`src/rtl/rom_fetch_unit.sv`:
```
// rom_fetch_unit
// Fetches one 32-bit little-endian instruction from a byte-wide ROM whose read
// port is combinational. One byte is read per cycle starting at the captured pc,
// and bytes are placed from the low lane upwards. A misaligned pc can be rejected
// before any ROM access. A ROM out-of-range flag aborts the fetch and reports the
// offending byte address.
module rom_fetch_unit (
    input  logic        clock,
    input  logic        reset_n,
    input  logic        start,
    input  logic        check_alignment,
    input  logic [31:0] pc,
    output logic        busy,
    output logic        done,
    output logic [31:0] instruction,
    output logic        error,
    output logic [1:0]  error_cause,
    output logic [31:0] fault_address,
    output logic [31:0] rom_address,
    input  logic [7:0]  rom_read_data,
    input  logic        rom_illegal_address
);

    typedef enum logic [1:0] {
        IDLE = 2'd0,
        READ = 2'd1,
        DONE = 2'd2
    } state_t;

    localparam logic [1:0] CAUSE_NONE       = 2'd0;
    localparam logic [1:0] CAUSE_MISALIGNED = 2'd1;
    localparam logic [1:0] CAUSE_ILLEGAL    = 2'd2;

    state_t      state_reg;
    logic [1:0]  count_reg;
    logic [31:0] pc_reg;

    // The next ROM address is rebuilt from the captured pc, so the 32-bit add
    // wraps naturally past 0xFFFFFFFF back to 0.
    logic [31:0] next_address;
    assign next_address = pc_reg + 32'(count_reg) + 32'd1;

    // Fetch sequencer: every output is registered here. rom_address is held as a
    // register so that it keeps its last driven value while idle.
    always_ff @(posedge clock or negedge reset_n) begin
        if (!reset_n) begin
            state_reg     <= IDLE;
            count_reg     <= 2'd0;
            pc_reg        <= 32'd0;
            busy          <= 1'b0;
            done          <= 1'b0;
            instruction   <= 32'd0;
            error         <= 1'b0;
            error_cause   <= CAUSE_NONE;
            fault_address <= 32'd0;
            rom_address   <= 32'd0;
        end else begin
            case (state_reg)
                IDLE: begin
                    done <= 1'b0;
                    busy <= 1'b0;
                    if (start) begin
                        pc_reg        <= pc;
                        count_reg     <= 2'd0;
                        busy          <= 1'b1;
                        instruction   <= 32'd0;
                        error         <= 1'b0;
                        error_cause   <= CAUSE_NONE;
                        fault_address <= 32'd0;
                        if (check_alignment && (pc[1:0] != 2'b00)) begin
                            // Rejected before touching the ROM.
                            error         <= 1'b1;
                            error_cause   <= CAUSE_MISALIGNED;
                            fault_address <= pc;
                            done          <= 1'b1;
                            state_reg     <= DONE;
                        end else begin
                            rom_address <= pc;
                            state_reg   <= READ;
                        end
                    end
                end

                READ: begin
                    if (rom_illegal_address) begin
                        // Abort: partially collected bytes are thrown away.
                        error         <= 1'b1;
                        error_cause   <= CAUSE_ILLEGAL;
                        fault_address <= rom_address;
                        instruction   <= 32'd0;
                        done          <= 1'b1;
                        state_reg     <= DONE;
                    end else begin
                        instruction[8*count_reg +: 8] <= rom_read_data;
                        if (count_reg == 2'd3) begin
                            done      <= 1'b1;
                            state_reg <= DONE;
                        end else begin
                            count_reg   <= count_reg + 2'd1;
                            rom_address <= next_address;
                        end
                    end
                end

                DONE: begin
                    done      <= 1'b0;
                    busy      <= 1'b0;
                    state_reg <= IDLE;
                end

                default: begin
                    done      <= 1'b0;
                    busy      <= 1'b0;
                    state_reg <= IDLE;
                end
            endcase
        end
    end

endmodule

```
`config.mk`:
```
export PLATFORM = sky130hd
export DESIGN_NAME = rom_fetch_unit
export DESIGN_NICKNAME = d
export VERILOG_FILES = /design/src/rtl/rom_fetch_unit.sv
export SDC_FILE = /design/constraint.sdc
export NUM_CORES = 1
export LEC_CHECK = 0
export BUFFER_PORTS_ARGS = -buffer_cell sky130_fd_sc_hd__buf_2
export CAP_MARGIN = 20
export CORE_MARGIN = 2
export CORE_UTILIZATION = 40
export DETAILED_ROUTE_END_ITERATION = 12
export GPL_TIMING_DRIVEN = 1
export SYNTH_ARGS = -nofsm -noshare
export SYNTH_HDL_FRONTEND = slang
export SYNTH_SLANG_ARGS = --single-unit
```
`constraint.sdc`:
```
create_clock -name clock -period 5.7 [get_ports clock]
set_input_delay 0.57 -clock clock [delete_from_list [all_inputs] [get_ports clock]]
set_output_delay 0.57 -clock clock [all_outputs]
set_load 0.01 [all_outputs]
```
Word-level counts from Yosys, hierarchy flattened:

Index checks and enable logic that the tools add are counted.

* input port bits: 45
* word-level logic and storage cells: 70
* register bits: 137
* output and inout port bits: 101

* reductions and logical operators: 10
* add/subtract/negate cells: 4
* eq/ne operators: 8
* shifts and indexed selects: 2
* muxes and demuxes: 36

Operators with widths (count)
* $mux 32: 9
* $pmux 32 s2: 3
* $neg 5->34: 1
* $shift 8x34->32 const A: 1
* $shiftx 8x34->32: 1
* $add 32x1->32 const B: 1
* $add 32x2->32: 1
* $bwmux 32: 1
* $mux 2: 9
* $pmux 2 s2: 3
* $ne 2x2->1 const B: 5
* $mux 1: 8
* $pmux 1 s2: 3
* $reduce_and 2->1: 3
* $reduce_and 5->1: 1
* $reduce_and 4->1: 1
* $reduce_bool 2->1: 2
* $ne 3x3->1 const B: 1
* $reduce_and 3->1: 1
* $add 2x1->2 const B: 1
* $eq 2x1->1 const B: 1
* $eq 2x2->1 const B: 1
* $logic_not 2->1: 1
* $logic_and 1x1->1: 1

Logic depth before layout (Yosys ltp):

Gate-level depths: netlist of run 1.

* depth after elaboration: 5
* mapped depth: 9
* gate-level depth less buffers: 8

Worst setup path before layout of run 1:

Ideal clock, no wire load.

* path kind: reg2reg
* from: register count_reg[0]
* to: register rom_address[24]
* path slack: 3203 ps
* setup time: 64 ps
* arrival time: 2433 ps
* cell stages (with the launch flop): 9
* clock period less this slack: 2497 ps
* buffers on the path: 0
* data required time: 5636 ps
* path through: dfrtp_1 inv_1 ha_1 fa_1 nand4b_1 or3_1 or3_1 a31oi_1 a21o_1

* word-level cells in the longest chain between the ends: 5
* elaborated cells between the ends (all ways): 8
* those cells by class: 2 x add/sub; 2 x eq/ne; 3 x mux; 1 x reduce/logical

Ends and longest elaborated chain
* start: declaration: line 35 `logic [1:0] count_reg;`
* start signal: assignment: line 99 `count_reg <= count_reg + 2'd1;`
* $add 32x2->32: line 41 `assign next_address = pc_reg + 32'(count_reg) + 32'd1;`
* $add 32x1->32: line 41
* $mux 32: line 95 `if (count_reg == 2'd3) begin`
* $mux 32: line 85 `if (rom_illegal_address) begin`
* $pmux 32 s2: line 58 `case (state_reg)`
* end signal: assignment: line 78 `rom_address <= pc;`
* end signal: assignment: line 100 `rom_address <= next_address;`
* end: declaration: line 19 `output logic [31:0] rom_address,`

Parallel ways exist; a longest one is shown, timed or not. The select of a mux whose other input is x is not followed.
A chain may end at the register's enable or synchronous reset.

Final worst setup path of run 1:

* from: register count_reg[0]
* to: register rom_address[26]

The elaborated chain is that of the path after synthesis.

==> results.txt, run 1 <==
status = finished clean
Area contributors post-synth = dfrtp_1 (54%), nand2_1 (8.7%), o21ai_0 (5.5%)
Crit Path Category = flip-flop to flip-flop
Setup crit start kind = flip-flop
fill count = 1470
area grow syn2layout = 23.7%
PortBufs = 145
#FFs+latches synth = 137
Achievable Freq = 0.352 GHz
Max Cap Violations = 0
via count = 5408
Mapped Area = 6330 sq um
CTS buffer count = 17
worst slew pin tran = 1010 ps
grt ovf = 0
DRC Markers = 0
clock root cell = clkbuf_16
relative slew slack = 32.4%
ys flop type = dfrtp_1
first-pass GRT wire length = 28.0 mm
Hold WC Path Type = input pin to async pin
critical path peak fanout = 9
Sink Count = 137
number of synthesized flops with an enable pin = 0
area leader, netlist = dfrtp_1
routed vias/inst = 5.33
Die Span Y = 130 microns
register area share after synthesis = 54.1%
Rows = 46
CTS resizes = 0
setup_tns = 0 ps
clock slew at reported path FFs = 60 ps
Final Hold Fails = 0
Ys Warns = 0
Die ar. = 16900 sq um
Tcrit/Tclk final = 49.8%
number of global-route vias before repair = 5351
Core Area = 15700 sq um
initial antenna violation count = 0
CTS Hold Bufs = 0
area of the multi-input gates = 2740 sq um
post-DP HPWL = 11.7 mm
Worst EP required = 5970 ps
Die Width = 130 microns
Worst Path Arrival = 3100 ps
worst-case clock buffer depth = 2
Setup violations, final = 0
CTS tree = built
# IOs = 146
initial DRC count = 314
Mapped Nets = 709
clk_lat worst skew = 420 ps
fin nets = 840
worst-case clock skew = 6.34 ps
post-CTS setup buffers = 0
Pwr per Cell Area = 499 nW/um^2
Slew Viols, Final = 0
Mean Syn Cell Area = 9.67 sq um
global placement routability congestion = 0.814
RSZ-0062 raised after global routing = false
fraction of registers with async set/reset = 100%
Routed WL = 17.4 mm
Post-DRT Antenna Nets = 0
largest net degree at the start of global routing = 75
CTS H-tree lvls = 4
Min Hold Slack = 113 ps
Post-DP Area = 7260 sq um
Starting Density = 40.5%
Netlist cell types = 47
CP Capture Type = flip-flop
Sequential Area = 3430 sq um
number of diodes = 0
post-route cell area = 7840 sq um
P_leak = 3.75 nW
layout cells sized above 1 = 24.9%
per-cell routed wire length = 17.2 microns
total global-route track usage = 21.6%
Initial DRT Pass Iterations = 5
Mapped Cells = 655
top cell type's share of synthesized area = 54.1%
Final min period = 2840 ps
Max IR drop VDD = 0.000250 V
==> cells in the mapped netlist (6+ instances only) <==
master    count
a21oi_1      23
a22o_1       33
a22oi_1      30
and3_1       10
clkbuf_1     34
dfrtp_1     137
ha_1          8
inv_1        11
nand2_1     146
nand3_1      11
nor2_1       17
nor3_1       16
nor4_1        6
o211ai_1      6
o21ai_0      69
o21ai_1      10
o22ai_1       8
xnor2_1      19
==> cell usage in the layout (no fill, tap or decap), types with 8 or more instances in the layout <==
| master | Yosys | layout |
|---|---|---|
| nand3_1 | 11 | 11 |
| o22ai_1 | 8 | 8 |
| nor2_1 | 17 | 16 |
| inv_1 | 11 | 11 |
| a22o_1 | 33 | 33 |
| nor3_1 | 16 | 16 |
| o21ai_1 | 10 | 10 |
| nand2_1 | 146 | 146 |
| clkbuf_16 | 0 | 17 |
| a21oi_1 | 23 | 21 |
| xnor2_1 | 19 | 19 |
| dfrtp_1 | 137 | 137 |
| a22oi_1 | 30 | 30 |
| buf_2 | 2 | 144 |
| o21ai_0 | 69 | 69 |
| and3_1 | 10 | 10 |
| ha_1 | 8 | 8 |
==> final timing paths <==
| path | from | endpoint | slack [ps] | cells after the start |
|---|---|---|---|---|
| setup / recovery | count_reg[0] | rom_address[26] | 2860 | 8 |
| min in group clock | pc[17] | pc_reg[17] | 380 | 3 |
| setup reg to reg | count_reg[0] | rom_address[26] | 2860 | 8 |
| hold reg to reg | fault_address[7] | fault_address[7] | 470 | 2 |
| hold / removal | reset_n | instruction[31] | 110 | 1 |
| max in group asynchronous | reset_n | rom_address[15] | 4200 | 2 |
==> cell families (layout without fill, tap and decap cells) <==
family          count (synthesis)  count (layout)  share of synthesized area, %
xor+xnor                       23              23                          3.18
fa+ha+maj                       9               9                          1.90
mux                             5               5                         0.790
flops                         137             137                          54.1
compound gates                190             190                          19.1
buf+inv                        52             196                          3.24
simple gates                  239             239                          17.7
==> routing by layer <==
layer | vias up | GRT usage (%) | wire length [microns] | part of all wire [%]
met5 | - | 0 | 0 | 0
met2 | 156 | 33.5 | 8110 | 47
met3 | 13 | 5.21 | 856 | 4.9
met4 | 0 | 7.27 | 148 | 0.85
li1 | 2594 | - | - | -
met1 | 2645 | 30.0 | 8320 | 48
==> power by group <==
| part | internal [W] | switching (W) |
|---|---|---|
| logic | 0.000494 | 0.000763 |
| clock network | 0.000612 | 0.000440 |
| registers | 0.00131 | 0.000299 |
| total | 0.00241 | 0.00150 |
==> critical path: stages (launching register included) <==
cell,delay (ps)
dfrtp_1,510
inv_1,170
ha_1,270
fa_1,420
nand4b_1,330
or3_1,470
nor2_1,200
mux2i_1,210
o21ai_0,90
==> cell type report <==
cell class | instances | share of cell area [%]
repair buffers | 152 | 10.1
clock inverters | 14 | 1.58
inverters | 12 | 0.575
flip-flops and latches | 137 | 43.7
well taps | 216 | 3.45
clock buffers | 18 | 5.60
multi-input cells | 466 | 34.9
==> through the flow <==
stage	std cells	total power (W)	worst slack [ps]	utilization, %
after floorplan	655	0.00233	3200	-
after global placement	982	0.00284	2970	46.4
after detailed placement	982	0.00288	2890	46.4
after CTS	1014	0.00394	2880	50.0
after global routing	1015	0.00420	2640	50.1
final	1015	0.00391	2860	50.1
No activity file was read; power rests on OpenSTA's default activity.
==> run 2, diff against run 1 <==
Settings changed: ABC_AREA from default to 1.
Clock period 5.7 ns to 2.55 ns, I/O delays scaled along.
==> results.txt, run 2 <==
Achievable Freq = 0.452 GHz
area grow syn2layout = 20.8%
setup_tns = 0 ps
Final min period = 2210 ps
area leader, netlist = dfrtp_1
slowest stage delay, CP = 430 ps
critical path peak fanout = 8
setup slack, reg-to-reg = 340 ps
first-pass GRT wire length = 31.8 mm
commonest non-fill, non-tap cell in the layout = a21oi_1
Mapped Nets = 908
Layout Utilization = 49.2%
top cell type's share of synthesized area = 49.0%
status = finished clean
Netlist cell types = 35
ys flop type = dfrtp_1
post-route setup slack = 339 ps
Post-DRT Antenna Nets = 0
crit path launch = count_reg[0]
crit-path leading delay family = adder cells
global placement routability congestion = 0.857
CTS buffer count = 17
sequential power share = 38.1%
total global-route track usage = 22.1%
post-layout total power = 0.00941 W
largest net degree at the start of global routing = 69
grt ovf = 0
Max Cap Violations = 0
fraction of registers with async set/reset = 100%
worst r2r src = count_reg[0]
area of the multi-input gates = 3060 sq um
number of global-route vias before repair = 5965
HP Start = pc[14]
CTS H-tree lvls = 4
Setup crit start kind = flip-flop
worst slew pin tran = 790 ps
Routed WL = 19.8 mm
Die ar. = 18600 sq um
per-cell routed wire length = 16.1 microns
RSZ-0062 raised after global routing = false
P_leak = 4.07 nW
worst-case clock skew = 7.66 ps
Worst EP required = 2900 ps
Crit Path Category = flip-flop to flip-flop
Mean Syn Cell Area = 8.19 sq um
Worst Path Arrival = 2560 ps
Buf/Inv on CP = 1
routed vias/inst = 5.14
Core Area = 17200 sq um
Tcrit/Tclk final = 86.7%
Initial DRT Pass Iterations = 5
CTS tree = built
Die Width = 136 microns
initial antenna violation count = 0
r2r endpoint = rom_address[16]
most frequent cells in the layout = a21oi_1 (145), buf_2 (144), nand2_1 (140)
CP Capture Type = flip-flop
number of synthesized flops with an enable pin = 0
pre-CTS WS = 354 ps
hold path depth = 2
Pwr per Cell Area = 1110 nW/um^2
Starting Density = 40.7%
Rows = 48
Ys Warns = 0
Mapped Area = 6990 sq um
Hold Path End = pc_reg[14]
# IOs = 146
fin nets = 1046
Setup violations, final = 0
clock root cell = clkbuf_16
r2r worst-path depth = 9
cell breakdown of the critical path = inv_1, ha_1, fa_1, nor2_2, nand2_2, nor2_4, xor2_1, nand2_1, a21oi_1
most common cell in the netlist = a21oi_1
Commonest cells post-synth = a21oi_1 (145), nand2_1 (141), dfrtp_1 (137)
number of diodes = 0
Psw = 0.00376 W
PortBufs = 145
Hold WC Path Type = input pin to flip-flop
clk_lat worst skew = 430 ps
clock power share = 26.0%
post-CTS setup buffers = 0
Gate power share = 35.9%
initial DRC count = 423
Max IR drop VDD = 0.000534 V
Slew Viols, Final = 0
Sink Count = 137
P_int = 0.00565 W
post-DP HPWL = 13.4 mm
Final Hold Fails = 0
Sw Share = 40.0%
Area contributors post-synth = dfrtp_1 (49%), a21oi_1 (10%), nand2_1 (7.6%)
slowest CP cell = fa_1
register area share after synthesis = 49.0%
Die Span Y = 136 microns
#FFs+latches synth = 137
via count = 6315
clock slew at reported path FFs = 60 ps
Mapped Cells = 854
fill count = 1720
relative slew slack = 47.4%
Sequential Area = 3430 sq um
worst-case clock buffer depth = 2
layout cells sized above 1 = 23.1%
DRC Markers = 0
-- run 2: cell count changes in the layout (fill, tap and decap cells not counted), sizes merged, moves of 10 or more --
| cell | previous run | this run |
|---|---|---|
| a21oi | 23 | 147 |
| a22o | 33 | 0 |
| a22oi | 30 | 0 |
| and3 | 10 | 0 |
| inv | 15 | 71 |
| mux2 | 0 | 12 |
| nand3 | 12 | 83 |
| nor2 | 17 | 143 |
| nor3 | 16 | 3 |
| nor4 | 11 | 0 |
| o21ai | 79 | 40 |
| xnor2 | 19 | 2 |
-- run 2: what timing repair did --
| item | 4_1_cts | 5_1_grt |
|---|---|---|
| resized for setup | 0 | 0 |
| endpoints found under the setup margin | 0 | 0 |
| endpoints found under the hold margin | 52 | 0 |
| hold buffers | 1 | 0 |
-- run 2: metrics by stage --
step           area [sq um]  cells  hold slack, ps
5_1_grt                8450   1229            91.2
2_1_floorplan          6990    854           -40.6
4_1_cts                8450   1229            87.3
3_3_place_gp           7860   1197             265
6_report               8450   1229            98.1
3_5_place_dp           7860   1197             264
-- run 2: layout make-up --
class / instances / area share, %
Timing Repair Buffer: 156 / 9.82
Clock buffer: 20 / 5.41
Clock inverter: 11 / 1.45
Multi-Input combinational cell: 610 / 36.3
Inverter: 70 / 3.14
Sequential cell: 137 / 40.6
Tap cell: 225 / 3.33
-- run 2: cells by family (layout without fill, tap and decap cells) --
kind of cell,count (synthesis),in the layout,share of synthesized area [%]
xor+xnor,5,5,0.626
simple gates,384,384,24.3
fa+ha+maj,9,9,1.72
compound gates,200,200,15.2
flops,137,137,49.0
mux,12,12,1.93
buf+inv,107,257,7.19
-- run 2: worst max path at each step --
stage	slack, ps	cells past startpoint	to
2_1_floorplan	590	9	rom_address[16]
4_1_cts	350	9	rom_address[16]
3_3_place_gp	420	9	rom_address[16]
6_report	340	9	rom_address[16]
5_1_grt	160	10	rom_address[20]
3_5_place_dp	350	9	rom_address[16]
-- run 2: layer usage --
layer	GRT usage [%]	up-vias	share of wire [%]
met5	0	-	0
met4	7.58	0	1.5
met3	3.28	22	5.0
met2	36.0	185	47
met1	30.1	3015	46
li1	-	3093	-
-- run 2: power groups by stage --
stage	logic, W	clock network (W)	registers [W]
6_report	0.00338	0.00245	0.00358
5_1_grt	0.00381	0.00257	0.00368
4_1_cts	0.00342	0.00247	0.00358
3_5_place_dp	0.00340	0	0.00360
3_3_place_gp	0.00337	0	0.00360
2_1_floorplan	0.00202	0	0.00375
